`src/rtl/hit_judge.sv`:
```
// Rhythm-game hit judge: scrolls a 4-lane note grid, judges synchronized pad
// strikes against row 0, keeps score and miss counts, and runs the
// IDLE/PLAY/OVER game state machine.
module hit_judge #(
    parameter int unsigned DEPTH      = 16,
    parameter int unsigned MISS_LIMIT = 8
) (
    input  logic                 clk,
    input  logic                 rst_n,
    input  logic                 tick,
    input  logic                 start,
    input  logic                 stop,
    input  logic [3:0]           note_in,
    input  logic [3:0]           pad,
    output logic [4*DEPTH-1:0]   grid,
    output logic [15:0]          score,
    output logic [3:0]           misses,
    output logic                 playing,
    output logic                 game_over,
    output logic                 hit_ok,
    output logic                 hit_bad
);

    localparam int unsigned LANES   = 4;
    localparam int unsigned GRID_W  = LANES * DEPTH;
    localparam int unsigned SCORE_W = 16;
    localparam int unsigned MISS_W  = 4;
    localparam int unsigned CNT_W   = 3;

    typedef enum logic [1:0] {
        ST_IDLE = 2'd0,
        ST_PLAY = 2'd1,
        ST_OVER = 2'd2
    } state_e;

    // Count of set bits in one lane vector (0..4).
    function automatic logic [CNT_W-1:0] popcnt4(input logic [LANES-1:0] v);
        logic [CNT_W-1:0] c;
        c = '0;
        for (int unsigned i = 0; i < LANES; i++) begin
            c = c + CNT_W'(v[i]);
        end
        return c;
    endfunction

    // Pad conditioning flops.
    logic [LANES-1:0] pad_s1_q, pad_s1_d;
    logic [LANES-1:0] pad_s2_q, pad_s2_d;
    logic [LANES-1:0] pad_prev_q, pad_prev_d;
    logic [LANES-1:0] strike_q, strike_d;

    // Game state flops.
    state_e              state_q, state_d;
    logic [GRID_W-1:0]   grid_q, grid_d;
    logic [SCORE_W-1:0]  score_q, score_d;
    logic [MISS_W-1:0]   misses_q, misses_d;
    logic                hit_ok_q, hit_ok_d;
    logic                hit_bad_q, hit_bad_d;
    logic                playing_q, playing_d;
    logic                game_over_q, game_over_d;

    // Judgement intermediates.
    logic [LANES-1:0]    row0;
    logic [LANES-1:0]    hits;
    logic [LANES-1:0]    wrong;
    logic [LANES-1:0]    row0_left;
    logic [LANES-1:0]    drops;
    logic [CNT_W-1:0]    hit_cnt;
    logic [MISS_W-1:0]   miss_cnt;
    logic [SCORE_W:0]    score_sum;
    logic [SCORE_W-1:0]  score_sat;
    logic [MISS_W:0]     miss_sum;
    logic [MISS_W-1:0]   miss_sat;
    logic                limit_hit;
    logic [GRID_W-1:0]   grid_play;

    // Two-flop synchronizer plus rising-edge detect; strike is registered so a
    // press appears as a one-clk strike three edges after the raw rise.
    always_comb begin
        pad_s1_d   = pad;
        pad_s2_d   = pad_s1_q;
        pad_prev_d = pad_s2_q;
        strike_d   = pad_s2_q & ~pad_prev_q;
    end

    // Strikes are judged against the pre-shift row 0; notes hit this clk are
    // removed before the tick decides which notes drop off the bottom.
    always_comb begin
        row0      = grid_q[LANES-1:0];
        hits      = strike_q & row0;
        wrong     = strike_q & ~row0;
        row0_left = row0 & ~strike_q;
        drops     = tick ? row0_left : '0;

        hit_cnt   = popcnt4(hits);
        miss_cnt  = MISS_W'(popcnt4(wrong)) + MISS_W'(popcnt4(drops));

        score_sum = {1'b0, score_q} + (SCORE_W + 1)'(hit_cnt);
        score_sat = score_sum[SCORE_W] ? {SCORE_W{1'b1}} : score_sum[SCORE_W-1:0];

        miss_sum  = {1'b0, misses_q} + (MISS_W + 1)'(miss_cnt);
        limit_hit = (miss_sum >= (MISS_W + 1)'(MISS_LIMIT));
        miss_sat  = limit_hit ? MISS_W'(MISS_LIMIT) : miss_sum[MISS_W-1:0];

        if (tick) begin
            grid_play = {note_in, grid_q[GRID_W-1:LANES]};
        end else begin
            grid_play = {grid_q[GRID_W-1:LANES], row0_left};
        end
    end

    // Next-state and datapath updates; stop has priority over start.
    always_comb begin
        state_d   = state_q;
        grid_d    = grid_q;
        score_d   = score_q;
        misses_d  = misses_q;
        hit_ok_d  = 1'b0;
        hit_bad_d = 1'b0;

        unique case (state_q)
            ST_IDLE: begin
                if (stop) begin
                    grid_d = '0;
                end else if (start) begin
                    state_d  = ST_PLAY;
                    grid_d   = '0;
                    score_d  = '0;
                    misses_d = '0;
                end
            end
            ST_PLAY: begin
                if (stop) begin
                    state_d = ST_IDLE;
                    grid_d  = '0;
                end else begin
                    grid_d    = grid_play;
                    score_d   = score_sat;
                    misses_d  = miss_sat;
                    hit_ok_d  = (hit_cnt != '0);
                    hit_bad_d = (miss_cnt != '0);
                    if (limit_hit) begin
                        state_d = ST_OVER;
                    end
                end
            end
            ST_OVER: begin
                if (stop) begin
                    state_d = ST_IDLE;
                    grid_d  = '0;
                end else if (start) begin
                    state_d  = ST_PLAY;
                    grid_d   = '0;
                    score_d  = '0;
                    misses_d = '0;
                end
            end
            default: begin
                state_d = ST_IDLE;
                grid_d  = '0;
            end
        endcase

        playing_d   = (state_d == ST_PLAY);
        game_over_d = (state_d == ST_OVER);
    end

    // All state flops with asynchronous active-low reset.
    always_ff @(posedge clk or negedge rst_n) begin
        if (!rst_n) begin
            pad_s1_q    <= '0;
            pad_s2_q    <= '0;
            pad_prev_q  <= '0;
            strike_q    <= '0;
            state_q     <= ST_IDLE;
            grid_q      <= '0;
            score_q     <= '0;
            misses_q    <= '0;
            hit_ok_q    <= 1'b0;
            hit_bad_q   <= 1'b0;
            playing_q   <= 1'b0;
            game_over_q <= 1'b0;
        end else begin
            pad_s1_q    <= pad_s1_d;
            pad_s2_q    <= pad_s2_d;
            pad_prev_q  <= pad_prev_d;
            strike_q    <= strike_d;
            state_q     <= state_d;
            grid_q      <= grid_d;
            score_q     <= score_d;
            misses_q    <= misses_d;
            hit_ok_q    <= hit_ok_d;
            hit_bad_q   <= hit_bad_d;
            playing_q   <= playing_d;
            game_over_q <= game_over_d;
        end
    end

    assign grid      = grid_q;
    assign score     = score_q;
    assign misses    = misses_q;
    assign playing   = playing_q;
    assign game_over = game_over_q;
    assign hit_ok    = hit_ok_q;
    assign hit_bad   = hit_bad_q;

endmodule

```
`config.mk`:
```
export PLATFORM = sky130hd
export DESIGN_NAME = hit_judge
export DESIGN_NICKNAME = d
export VERILOG_FILES = /design/src/rtl/hit_judge.sv
export SDC_FILE = /design/constraint.sdc
export NUM_CORES = 1
export LEC_CHECK = 0
export CORE_MARGIN = 3
export CORE_UTILIZATION = 35
export DETAILED_ROUTE_END_ITERATION = 7
export PLACE_DENSITY = 0.64
export SETUP_SLACK_MARGIN = 0.4
export SYNTH_ARGS = -nofsm -noshare
export SYNTH_HDL_FRONTEND = slang
export SYNTH_SLANG_ARGS = --single-unit
export TNS_END_PERCENT = 10
```
`constraint.sdc`:
```
create_clock -name clk -period 5.3 [get_ports clk]
set_input_delay 0.795 -clock clk [delete_from_list [all_inputs] [get_ports clk]]
set_output_delay 0.795 -clock clk [all_outputs]
set_load 0.02 [all_outputs]
```
# Yosys cells after proc, flatten, opt, wreduce, memory -nomap -nowiden
# Cells that the tools add are included.
dict set report word_totals {
  register_bits 106
  in_bits 13
  output_inout_bits 88
  elab_cells 75
}
dict set report classes {
  n_eq_ne 9
  n_bitwise 7
  add_sub_neg 12
  reduce_logical 7
  muxes 26
  n_lt_le_gt_ge 1
}
# cell n
set op_table {}
lappend op_table {{$mux W64} 4}
lappend op_table {{$pmux W64 S2} 1}
lappend op_table {{$mux W16} 4}
lappend op_table {{$pmux W16 S2} 1}
lappend op_table {{$mux W4} 5}
lappend op_table {{$add A16 B3 Y17} 1}
lappend op_table {{$and A4 B4 Y4} 4}
lappend op_table {{$not A4 Y4} 3}
lappend op_table {{$mux W2} 5}
lappend op_table {{$add A2 B1 Y3} 3}
lappend op_table {{$add A3 B1 Y3} 3}
lappend op_table {{$pmux W4 S2} 1}
lappend op_table {{$add A1 B1 Y2} 3}
lappend op_table {{$pmux W2 S3} 1}
lappend op_table {{$add A4 B4 Y5} 1}
lappend op_table {{$ge A5 B4 Y1 const B} 1}
lappend op_table {{$add A3 B3 Y4} 1}
lappend op_table {{$eq A2 B1 Y1 const B} 2}
lappend op_table {{$eq A2 B2 Y1 const B} 2}
lappend op_table {{$mux W1} 4}
lappend op_table {{$ne A2 B2 Y1 const B} 2}
lappend op_table {{$reduce_and A4 Y1} 1}
lappend op_table {{$reduce_bool A4 Y1} 1}
lappend op_table {{$ne A3 B1 Y1 const B} 1}
lappend op_table {{other kinds (7)} 7}

# Longest topological paths before layout
dict set report logic_depth {
  word_depth 13
  ltp_mapped 14
  ltp_nobuf 14
}

# Worst setup path after synthesis
# Ideal clock, no wire load.
dict set report synth_path {
  kind {register -> register}
  from {reg grid_q[0] (netlist: grid[0])}
  to {reg misses_q[3] (netlist: misses[3])}
  required_ns 5.179
  path_buffers 0
  path_stages_with_launch 14
  slack_ns 1.047
  period_less_slack_ns 4.253
  t_arrival_ns 4.132
  path_cell_list {dfrtp_1 > nor2b_1 > fa_1 > inv_1 > fa_1 > fa_1 > inv_1 > ha_1 > fa_1 > ha_1 > a21o_1 > a2111oi_0 > a31oi_1 > a22o_1}
}
dict set report synth_via {
  elab_chain_cells 11
}
# item line_no
set synth_lines {}
lappend synth_lines {{start: declaration} 54} ;# logic [GRID_W-1:0] grid_q, grid_d;
lappend synth_lines {{start signal: assignment} 189} ;# grid_q <= grid_d;
lappend synth_lines {{$and A4 B4 Y4 or $not A4 Y4 (tied branches)} {92, 91}}
lappend synth_lines {{$mux W4 or $and A4 B4 Y4 (tied branches)} {93, 91}}
lappend synth_lines {{$add A1 B1 Y2} 41} ;# c = c + CNT_W'(v[i]);
lappend synth_lines {{$add A2 B1 Y3} 41}
lappend synth_lines {{$add A3 B1 Y3} 41}
lappend synth_lines {{$add A3 B3 Y4 (*)} 96} ;# miss_cnt = MISS_W'(popcnt4(wrong)) + MISS_W'(popcnt4(drops));
lappend synth_lines {{$add A4 B4 Y5 (*)} 101} ;# miss_sum = {1'b0, misses_q} + (MISS_W + 1)'(miss_cnt);
lappend synth_lines {{$ge A5 B4 Y1} 102} ;# limit_hit = (miss_sum >= (MISS_W + 1)'(MISS_LIMIT));
lappend synth_lines {{$mux W4 (*)} 103} ;# miss_sat = limit_hit ? MISS_W'(MISS_LIMIT) : miss_sum[MISS_W-1:0];
lappend synth_lines {{$mux W4 (*)} 133} ;# if (stop) begin
lappend synth_lines {{$pmux W4 S2 (*)} 121} ;# unique case (state_q)
lappend synth_lines {{end signal: assignment} 191} ;# misses_q <= misses_d;
lappend synth_lines {{end: declaration} 56} ;# logic [MISS_W-1:0] misses_q, misses_d;
# Mark *: on every way between the ends. The rest lies on a longest branch, timed or not. The select of a mux whose other input is x is not followed.
# A chain may end at the register's enable or synchronous reset.

# Final worst setup path
dict set report layout_path {
  from {reg strike_q[0]}
  to {reg misses_q[3] (netlist: misses[3])}
}
dict set report layout_via {
  elab_chain_cells 12
}
# item line_no
set layout_lines {}
lappend layout_lines {{start: declaration} 50} ;# logic [LANES-1:0] strike_q, strike_d;
lappend layout_lines {{start signal: assignment} 187} ;# strike_q <= strike_d;
lappend layout_lines {{$not A4 Y4} 92} ;# row0_left = row0 & ~strike_q;
lappend layout_lines {{$and A4 B4 Y4} 92}
lappend layout_lines {{$mux W4} 93} ;# drops = tick ? row0_left : '0;
lappend layout_lines {{$add A1 B1 Y2} 41}
lappend layout_lines {{$add A2 B1 Y3} 41}
lappend layout_lines {{$add A3 B1 Y3} 41}
lappend layout_lines {{$add A3 B3 Y4 (*)} 96}
lappend layout_lines {{$add A4 B4 Y5 (*)} 101}
lappend layout_lines {{$ge A5 B4 Y1} 102}
lappend layout_lines {{$mux W4 (*)} 103}
lappend layout_lines {{$mux W4 (*)} 133}
lappend layout_lines {{$pmux W4 S2 (*)} 121}
# Marked as above.

==> results.py <==
metrics = {
    "sta": {
        "tns_ns": 0,
        "fmax_mhz": 214.8,
        "finalCriticalPeriod_ns": 4.656,
        "relSlewSlack_pct": 23.84,
        "tightest_slew_ns": 1.138,
        "slew_violations": 0,
        "worst_clock_skew_ns": 0.007566,
        "grt_setup_unrepaired": "false",
        "setup_viol": 0,
        "fin_crit_sh_pct": 87.86,
        "hold_violations": 0,
    },
    "yosys": {
        "synth-edff-count": 0,
        "synthArstFlopShare_pct": 100.0,
        "ys_types": 56,
        "avgSynthCellArea_um2": 12.68,
        "synthesis.nets": 393,
        "synth_ff_type": "dfrtp_1",
        "syn-cell-area_mm2": 0.004578,
        "seq_area_frac_synth_pct": 57.94,
        "yosys_warnings": 0,
        "syn_inst": 361,
        "synth_seq_cells": 106,
    },
    "global_routing": {
        "grt_pass1_wl_mm": 18.15,
        "antenna_found_initial": 0,
        "grt_max_degree": 61,
        "gr-usage-all-layers_pct": 15.70,
        "first_global_vias": 3480,
        "grt.overflow.total": 0,
    },
    "die": {
        "die_x_um": 120.4,
        "fp-row-count": 41,
        "die_area_mm2": 0.01449,
        "ios": 101,
        "die_h_um": 120.4,
        "core_mm2": 0.01272,
        "start_util_pct": 35.99,
    },
    "power_and_ir_drop": {
        "cellPowerDensity_mw_per_mm2": 289.1,
        "peakVddDrop_mv": 0.1671,
        "p_leak_nw": 2.660,
        "total_power_mw": 1.736,
    },
    "clock_tree": {
        "cts_sinks": 106,
        "clk_latency_ns": 0.35,
        "htree_levels": 3,
        "cts_hold_buf": 0,
        "cts-buffers-inserted": 9,
        "clk_pin_slew_ns": 0.07,
        "cts_buffer_depth": 2,
        "post_cts_buffers": 0,
        "tritoncts": "done",
        "post_cts_resized": 0,
        "clockRootBuffer": "clkbuf_16",
    },
    "setup_path": {
        "r2r_cells": 13,
        "cp.required_ns": 5.54,
        "cp_data_arrival_time_ns": 4.90,
        "startpoint_type": "flip-flop",
        "r2r-end": "misses[3]",
        "rrSetupSlack_ns": 0.64,
        "crit_path_end_kind": "flip-flop",
        "critPathMaxFanout": 8,
        "crit_type": "reg2reg",
        "rr_startpoint": "strike_q[0]",
    },
    "hold_path": {
        "hold_path_end": "pad_prev_d[1]",
        "hold_start": "pad_s1_q[1]",
        "hold_depth": 0,
        "min_path_type": "reg2reg",
    },
    "placed_design": {
        "io_buffers": 100,
        "gp_congestion": 0.8674,
        "place_inst": 617,
        "dp_hpwl_mm": 7.446,
    },
    "finish": {
        "layoutNonFillerInstCount": 633,
        "final_cell_mix": "dfrtp_1, clkdlybuf4s50_1, a22o_1",
        "finalNetCount": 488,
        "antenna_cells": 0,
        "syn2layout_area_growth_pct": 31.13,
        "drive_gt1_share_pct": 6.074,
        "final_common_cell": "dfrtp_1",
    },
    "flow_run": {
        "cap_violations": 0,
    },
    "route": {
        "vias": 3345,
        "drtPass1Iterations": 4,
        "wl_per_cell_um": 17.25,
        "drt_iter0_markers": 299,
        "drt.antenna.violating_nets": 0,
        "drc_errors": 0,
        "routed_wl_mm": 10.92,
        "viasPerCell": 5.284,
    },
    "run_status": {
        "status": "finished clean",
    },
}
==> worst max-delay path by stage <==
stage	slack (ns)	depth (start not counted)	startpoint	end
6_report	0.64	13	strike_q[0]	misses[3]
5_1_grt	0.45	13	strike_q[0]	misses[2]
4_1_cts	0.69	13	strike_q[0]	misses[1]
3_5_place_dp	0.35	12	tick	misses[0]
3_3_place_gp	0.64	12	tick	misses[3]
2_1_floorplan	1.05	13	grid[0]	misses[3]
==> where the power goes <==
group          leakage [nW]  internal (mW)  switching [mW]
Sequential             1.44          0.829          0.0176
Combinational          1.06         0.0694           0.116
Clock                 0.156          0.380           0.323
==> sequential cells by signal, indices dropped and copies added (netlist names) <==
register	cells
grid	64
score	16
misses	4
pad_prev_d	4
pad_prev_q	4
pad_s1_q	4
strike_q	4
state_q	2
game_over	1
hit_bad	1
hit_ok	1
playing	1
==> cell families (layout without fill, tap and decap cells) <==
group	Yosys count	after routing	synth area share, %
AO/OA/AOI/OAI	119	119	21.21
flip-flops	106	106	57.94
AND/OR/NAND/NOR	77	77	9.538
buffers and inverters	37	137	4.373
adder cells (fa/ha/maj)	19	19	6.340
XOR/XNOR	2	2	0.3827
multiplexers	1	1	0.2186
==> layout make-up <==
cell class / instances / area (um2)
inverter: 18 / 67.56
clock buffer: 9 / 225.2
timing repair buffer: 103 / 1021
fill: 1199 / 6719
multi-input combinational: 218 / 1729
clock inverter: 7 / 92.59
tap: 172 / 215.2
sequential: 106 / 2653
==> cell usage after synthesis (3+ instances only) <==
master / n / share of area, %
a21oi_1: 6 / 0.66
a22o_1: 64 / 12
a31oi_1: 3 / 0.41
and2_1: 7 / 0.96
buf_2: 10 / 1.1
buf_6: 6 / 1.5
dfrtp_1: 106 / 58
fa_1: 7 / 3.1
ha_1: 12 / 3.3
inv_1: 18 / 1.5
nand2_1: 16 / 1.3
nand2b_1: 3 / 0.41
nand3_1: 6 / 0.66
nand3b_1: 5 / 0.82
nor2_1: 9 / 0.74
nor2b_1: 11 / 1.5
nor3_1: 3 / 0.33
o211ai_1: 5 / 0.82
o21ai_0: 10 / 1.1
o311ai_1: 3 / 0.57
or3_1: 4 / 0.55
==> through the flow <==
step / cell area [um2] / setup WS, ns / util (%) / hold WS [ns]
after floorplan: 4578 / 1.047 / - / 0.3312
after global placement: 5685 / 0.6445 / 44.69 / 0.3346
after detailed placement: 5685 / 0.3483 / 44.69 / 0.3355
after CTS: 6003 / 0.6898 / 47.19 / 0.3526
after global routing: 6003 / 0.4491 / 47.19 / 0.3614
final: 6003 / 0.6436 / 47.19 / 0.3516
==> routing by layer <==
metal  track usage [%]  vias up  routed length (um)
met2             24.10      118                5112
met4             4.745        0                 167
met5                 0        -                   0
met1             20.10     1670                4717
met3             6.922       16                 925
li1                  -     1541                   -
==> worst max-delay path: stages, from the launching register on <==
cell and delay (ns):
dfrtp_1 0.40, nor2b_1 0.16, fa_1 0.54, inv_1 0.06, fa_1 0.50, fa_1 0.54, inv_1 0.04, ha_1 0.22
fa_1 0.49, ha_1 0.31, a21o_1 0.18, a2111oi_0 0.55, a31oi_1 0.26, a22o_1 0.30
Note: power is estimated with default switching activity, not from simulation.
